`src/rtl/sprite_pkg.sv`:
```
// Shared types and constants for the sprite blitter.
package sprite_pkg;

  localparam int PIX_W   = 17;  // ROM pixel index and framebuffer address
  localparam int COLOR_W = 16;  // RGB565
  localparam int DIM_W   = 9;   // sprite dimensions and screen coordinates

  localparam int                 FB_WIDTH_DEFAULT  = 320;
  localparam int                 FB_HEIGHT_DEFAULT = 240;
  localparam logic [COLOR_W-1:0] KEY_COLOR_DEFAULT = 16'hFFFF;

  typedef enum logic [1:0] {
    ST_IDLE  = 2'd0,
    ST_FETCH = 2'd1,
    ST_WRITE = 2'd2,
    ST_DONE  = 2'd3
  } blit_state_t;

endpackage

```
`src/rtl/sprite_blitter_if.sv`:
```
// Framebuffer write port between the blitter and the write arbiter.
//
// Handshake: the master raises fb_valid with fb_addr/fb_data and holds all
// three stable until a cycle where fb_ready is also high; the write happens
// on that rising edge. fb_ready while fb_valid is low means nothing.
interface sprite_blitter_if;
  import sprite_pkg::*;

  logic [PIX_W-1:0]   fb_addr;
  logic [COLOR_W-1:0] fb_data;
  logic               fb_valid;
  logic               fb_ready;

  modport master (output fb_addr, output fb_data, output fb_valid, input fb_ready);
  modport slave  (input fb_addr, input fb_data, input fb_valid, output fb_ready);

endinterface

```
`src/rtl/sprite_scan_counter.sv`:
```
// Row-major column/row/pixel-index counters for scanning a sprite.
module sprite_scan_counter
  import sprite_pkg::*;
(
  input  logic             clk,
  input  logic             rst_n,
  input  logic             clear,
  input  logic             advance,
  input  logic [DIM_W-1:0] width,
  input  logic [DIM_W-1:0] height,
  output logic [DIM_W-1:0] col,
  output logic [DIM_W-1:0] row,
  output logic [PIX_W-1:0] pixel,
  output logic             last
);

  logic end_of_row;

  // Current position is the final pixel of a row / of the sprite.
  always_comb begin
    end_of_row = (col == width - 9'd1);
    last       = end_of_row && (row == height - 9'd1);
  end

  // Counters: clear on a new blit, step one pixel per advance.
  always_ff @(posedge clk or negedge rst_n) begin
    if (!rst_n) begin
      col   <= '0;
      row   <= '0;
      pixel <= '0;
    end else if (clear) begin
      col   <= '0;
      row   <= '0;
      pixel <= '0;
    end else if (advance) begin
      pixel <= pixel + 17'd1;
      if (end_of_row) begin
        col <= '0;
        row <= row + 9'd1;
      end else begin
        col <= col + 9'd1;
      end
    end
  end

endmodule

```
`src/rtl/sprite_blitter.sv`:
```
// Copies a ROM sprite into the framebuffer, skipping key-colour and
// off-screen pixels; one framebuffer write per visible opaque pixel.
module sprite_blitter
  import sprite_pkg::*;
#(
  parameter int                 FB_WIDTH  = FB_WIDTH_DEFAULT,
  parameter int                 FB_HEIGHT = FB_HEIGHT_DEFAULT,
  parameter logic [COLOR_W-1:0] KEY_COLOR = KEY_COLOR_DEFAULT
) (
  input  logic               clk,
  input  logic               rst_n,
  input  logic               start,
  input  logic [DIM_W-1:0]   x0,
  input  logic [DIM_W-1:0]   y0,
  output logic               busy,
  output logic               done,
  output logic [PIX_W-1:0]   pixel,
  input  logic [COLOR_W-1:0] color,
  input  logic [DIM_W-1:0]   width,
  input  logic [DIM_W-1:0]   height,
  sprite_blitter_if.master   fb,
  output blit_state_t        dbg_state
);

  blit_state_t        state, state_next;
  logic [DIM_W-1:0]   x0_q, y0_q, width_q, height_q;
  logic [DIM_W-1:0]   col, row;
  logic               last, clear, advance, load_fb;
  logic [9:0]         scr_x, scr_y;
  logic               skip;
  logic [PIX_W-1:0]   lin_addr;
  logic [PIX_W-1:0]   fb_addr_q;
  logic [COLOR_W-1:0] fb_data_q;

  sprite_scan_counter u_scan (
    .clk     (clk),
    .rst_n   (rst_n),
    .clear   (clear),
    .advance (advance),
    .width   (width_q),
    .height  (height_q),
    .col     (col),
    .row     (row),
    .pixel   (pixel),
    .last    (last)
  );

  // Screen position of the current pixel; 10-bit sums so nothing wraps back on-screen.
  always_comb begin
    scr_x    = {1'b0, x0_q} + {1'b0, col};
    scr_y    = {1'b0, y0_q} + {1'b0, row};
    skip     = (color == KEY_COLOR) || (scr_x >= 10'(FB_WIDTH)) || (scr_y >= 10'(FB_HEIGHT));
    lin_addr = 17'(scr_y) * 17'(FB_WIDTH) + 17'(scr_x);
  end

  // State register.
  always_ff @(posedge clk or negedge rst_n) begin
    if (!rst_n) state <= ST_IDLE;
    else        state <= state_next;
  end

  // Next-state and counter control.
  always_comb begin
    state_next = state;
    clear      = 1'b0;
    advance    = 1'b0;
    load_fb    = 1'b0;
    case (state)
      ST_IDLE: begin
        if (start) begin
          clear      = 1'b1;
          state_next = (width == '0 || height == '0) ? ST_DONE : ST_FETCH;
        end
      end
      ST_FETCH: begin
        if (skip) begin
          advance    = 1'b1;
          state_next = last ? ST_DONE : ST_FETCH;
        end else begin
          load_fb    = 1'b1;
          state_next = ST_WRITE;
        end
      end
      ST_WRITE: begin
        if (fb.fb_ready) begin
          advance    = 1'b1;
          state_next = last ? ST_DONE : ST_FETCH;
        end
      end
      ST_DONE:  state_next = ST_IDLE;
      default:  state_next = ST_IDLE;
    endcase
  end

  // Blit parameters latched at accept so ROM/input changes mid-blit are ignored.
  always_ff @(posedge clk or negedge rst_n) begin
    if (!rst_n) begin
      x0_q     <= '0;
      y0_q     <= '0;
      width_q  <= '0;
      height_q <= '0;
    end else if (state == ST_IDLE && start) begin
      x0_q     <= x0;
      y0_q     <= y0;
      width_q  <= width;
      height_q <= height;
    end
  end

  // Write address/data captured in FETCH and held through WRITE.
  always_ff @(posedge clk or negedge rst_n) begin
    if (!rst_n) begin
      fb_addr_q <= '0;
      fb_data_q <= '0;
    end else if (load_fb) begin
      fb_addr_q <= lin_addr;
      fb_data_q <= color;
    end
  end

  assign fb.fb_addr  = fb_addr_q;
  assign fb.fb_data  = fb_data_q;
  assign fb.fb_valid = (state == ST_WRITE);
  assign busy        = (state != ST_IDLE);
  assign done        = (state == ST_DONE);
  assign dbg_state   = state;

endmodule

```
`src/flat_wrapper.sv`:
```
// flat-port wrapper written by rule: the top's interface ports become plain ports
module sprite_blitter_flat import sprite_pkg::*;
#(
  parameter int                 FB_WIDTH  = FB_WIDTH_DEFAULT,
  parameter int                 FB_HEIGHT = FB_HEIGHT_DEFAULT,
  parameter logic [COLOR_W-1:0] KEY_COLOR = KEY_COLOR_DEFAULT
)
  (clk, rst_n, start, x0, y0, busy, done, pixel, color, width, height, dbg_state, fb_fb_addr, fb_fb_data, fb_fb_valid, fb_fb_ready);
  sprite_blitter_if fb_i ();
  input  logic clk;
  input  logic rst_n;
  input  logic start;
  input  logic [DIM_W-1:0] x0;
  input  logic [DIM_W-1:0] y0;
  output logic busy;
  output logic done;
  output logic [PIX_W-1:0] pixel;
  input  logic [COLOR_W-1:0] color;
  input  logic [DIM_W-1:0] width;
  input  logic [DIM_W-1:0] height;
  output blit_state_t dbg_state;
  output wire logic [$bits(fb_i.fb_addr)-1:0] fb_fb_addr;
  output wire logic [$bits(fb_i.fb_data)-1:0] fb_fb_data;
  output wire logic [$bits(fb_i.fb_valid)-1:0] fb_fb_valid;
  input wire logic [$bits(fb_i.fb_ready)-1:0] fb_fb_ready;
  assign fb_fb_addr = fb_i.fb_addr;
  assign fb_fb_data = fb_i.fb_data;
  assign fb_fb_valid = fb_i.fb_valid;
  assign fb_i.fb_ready = fb_fb_ready;
  sprite_blitter #(.FB_WIDTH(FB_WIDTH), .FB_HEIGHT(FB_HEIGHT), .KEY_COLOR(KEY_COLOR)) u_core (.clk(clk), .rst_n(rst_n), .start(start), .x0(x0), .y0(y0), .busy(busy), .done(done), .pixel(pixel), .color(color), .width(width), .height(height), .fb(fb_i), .dbg_state(dbg_state));
endmodule
```
`config.mk`:
```
export PLATFORM = sky130hd
export DESIGN_NAME = sprite_blitter_flat
export DESIGN_NICKNAME = d
export VERILOG_FILES = /design/src/rtl/sprite_pkg.sv /design/src/rtl/sprite_blitter_if.sv /design/src/rtl/sprite_scan_counter.sv /design/src/rtl/sprite_blitter.sv /design/src/flat_wrapper.sv
export SDC_FILE = /design/constraint.sdc
export NUM_CORES = 1
export LEC_CHECK = 0
export ABC_AREA = 1
export CORE_MARGIN = 8
export CORE_UTILIZATION = 36
export CTS_CLUSTER_DIAMETER = 30
export DETAILED_ROUTE_END_ITERATION = 8
export GPL_TIMING_DRIVEN = 1
export HOLD_SLACK_MARGIN = 0.08
export PLACE_DENSITY = 0.66
export SYNTH_ARGS = -nofsm -noshare
export SYNTH_HDL_FRONTEND = slang
export SYNTH_SLANG_ARGS = --single-unit
```
`constraint.sdc`:
```
create_clock -name clk -period 3.4 [get_ports clk]
set_input_delay 0.68 -clock clk [delete_from_list [all_inputs] [get_ports clk]]
set_output_delay 0.68 -clock clk [all_outputs]
set_load 0.02 [all_outputs]
```
==> metrics.txt <==
initial DRC count=281; drc violations=0; Overall Global Routing Usage=14.5%; crit path buf inv count=1; Yosys Warn Count=0; Primary FF master, synth=dfrtp_1; starting density of the core=36.6%; largest delay contributor family on the critical path=adder cells; clk_lat worst skew=350 ps; Worst Setup End Kind=register; maximum vdd drop=a little under 0.0006 V; r2r setup slk=200 ps; final hold vios=0; antenna violations before repair=0; maximum clock path buffer count=2; die area=approximately 24,000 sq um; Worst Hold Class=in -> async; Synth Register Bits=~110; worst-margin pin slew=738 ps; final hold slack=391 ps; Data arrival, critical path=roughly 3400 ps; first-pass GRT wire length=28,700 um; count of placed standard cells including taps=1,307; H-tree level count=3; vias per std cell=4.71; area of the core=19,400 sq um; Relative slew margins=50.8%; Post-Synthesis Cells=937; CTS tree=built; Worst Path Max Fanout=3; EDFF count, synth=0; n_diodes=0; area delta synth->final=27.4%; Critical Path RT=3630 ps; nets=1,161; max-cap check violation count=0; Final Total Pwr=8.69 mW; cells along the critical path=ha_1 > nand3_1 > nand3_2 > xor2_2 > ha_1 > ha_1 > inv_1 > fa_2 > nand3b_1 > nand2_1 > nand2_1 > nand2_1 > a21oi_2 > xor2_2 > nor2_1 > nand3_1 > nand2_1 > o21ai_0; Clock Tree Root=clkbuf_16; fillcell total=1,978; Crit path top cell by count=nand2_1; outcome=complete, no violations; share of post-route cells with drive strength above 1=10.7%; drt wl/cell=13.2 um; Sequential Area=2650 sq um; die height=157 um; iteration count of the initial detailed-routing pass=4; largest net degree at the start of global routing=58; Tcrit/Tclk final=roughly 94%; syn_area_per_cell=between 7 and 8 sq um; cell area power density=959 nW/um^2; static leakage=4.48 nW; GP Congestion=0.870; Post-DRT Antenna Nets=0; vias=6,239; skew final=7.10 ps; port bufs=110; synthesized area=7110 sq um; Final min period=3200 ps; Post-Synthesis Net Count=1,042; Total Routed Length=17,500 um; post-route cell area=9060 sq um; number of CTS-inserted buffers=9; row cnt=51; grt total ovfl=0; Achievable Freq=313 MHz; DPL Wire Length=13,500 um; Ports=111; Reg clk slew, reported paths=70 ps; sequential area share after synthesis=37.3%; fin. max-slew vios=0; cts hold-fix bufs=0; overall die width=157 um; max incr delay on CP=around 420 ps; number of global-route vias before repair=around 6,000; Post-DP Area=roughly 8600 sq um; Clock Sinks=about 110; Critical Path Source Type=register; post-synthesis async set-or-reset flop share=100%; CP Class=reg -> reg; Finish-stage setup viols=0; Post-Layout Cell Count=~1,300; CP max-delay cell=dfrtp_1; Netlist cell types=43; Multi-input gate area=4050 sq um
==> Yosys cell counts (4+ instances only) <==
cell type | instances | share of area [%]
o21ai_2 | 8 | 0.99
nand2_2 | 11 | 0.97
o21ai_1 | 5 | 0.35
nor4_1 | 4 | 0.35
fa_1 | 4 | 1.1
inv_1 | 113 | 6.0
dfrtp_1 | 106 | 37
nand2_1 | 275 | 15
xor2_1 | 38 | 4.7
clkbuf_1 | 12 | 0.63
xnor2_1 | 18 | 2.2
mux2_2 | 7 | 1.1
o21ai_0 | 47 | 3.3
ha_1 | 45 | 7.9
nor3_1 | 23 | 1.6
a21oi_1 | 25 | 1.8
nand4_1 | 14 | 1.2
nand3_2 | 4 | 0.56
nor2_1 | 69 | 3.6
buf_6 | 5 | 0.79
nand3_1 | 64 | 4.5
==> worst register-to-register path: cells and delay by family, from the launching register on <==
family | cells | cell delay, ps
AND/OR/NAND/NOR | 9 | 860
buffers and inverters | 1 | 70
adder cells (fa/ha/maj) | 4 | 1220
flip-flops | 1 | 420
XOR/XNOR | 2 | 400
AO/OA/AOI/OAI | 2 | 130
==> stage by stage <==
step / utilization (%) / setup slack (ps) / setup TNS [ps]
floorplan: - / 122 / 0
global placement: 44.1 / 84.4 / 0
detailed placement: 44.1 / 10.7 / 0
CTS: 45.8 / 0.697 / 0
global route: 46.7 / -30.9 / -30.9
finish: 46.7 / 201 / 0
==> kinds of logic (layout without fill, tap and decap cells) <==
kind of cell	Yosys count	after routing	synth area share (%)
adders and majority gates	49	49	9.05
DFF	106	106	37.3
AOI/OAI and AO/OA	100	100	7.91
xor gates and xnor gates	56	56	6.90
buffers and inverters	139	263	8.03
muxes	10	10	1.74
and+or+nand+nor	477	477	29.0
==> report_power, final <==
group	total, mW	internal, mW	switching, mW
Combinational	5.50	2.40	3.10
Clock	1.08	0.612	0.471
Sequential	2.10	1.75	0.355
==> final timing paths <==
path,end,startpoint,cells after the start
max reg2reg,u_core.fb.fb_addr[16],u_core.u_scan.row[1],18
min,u_core.fb.fb_data[12],rst_n,1
min reg2reg,u_core.fb.fb_addr[4],u_core.fb.fb_addr[4],2
min in group clk,u_core.fb.fb_addr[4],u_core.fb.fb_addr[4],2
max in group asynchronous,u_core.x0_q[5],rst_n,2
max,u_core.fb.fb_addr[16],u_core.u_scan.row[1],18
==> routing by layer <==
layer	up-vias	track usage (%)	part of all wire, %
met5	-	0	0
met4	0	3.71	1.0
met3	14	4.33	7.5
met2	154	22.6	43
met1	2838	19.3	48
li1	3233	-	-
==> final cells by class <==
type | instances | share of cell area (%)
repair buffers | 131 | 14.1
inverters | 116 | 4.81
flip-flops and latches | 106 | 29.3
multi-input cells | 692 | 44.7
clock inverters | 4 | 0.539
clock buffers | 12 | 2.83
well taps | 265 | 3.66
==> cell usage in the layout (no fill, tap or decap), types with 3 or more instances in the layout <==
cell / n
nand2_1: 273
inv_1: 112
clkdlybuf4s50_1: 109
dfrtp_1: 105
nor2_1: 66
nand3_1: 62
o21ai_0: 46
ha_1: 35
xor2_1: 33
a21oi_1: 23
nor3_1: 22
buf_4: 20
xnor2_1: 17
nand4_1: 14
nand2_2: 13
clkbuf_16: 9
o21ai_2: 8
mux2_2: 7
nand3_2: 6
o21ai_1: 6
xor2_2: 5
ha_2: 5
ha_4: 5
inv_2: 4
nor4_1: 4
a21oi_2: 3
nor2_2: 3
o22ai_1: 3
mux2_4: 3
nand3b_1: 3
==> timing repair <==
action | 4_1_cts | 5_1_grt
buffers inserted | 0 | 3
setup endpoints to repair | 1 | 4
pin swaps | 0 | 7
resized for setup | 1 | 32
No activity file was read; power rests on OpenSTA's default activity.
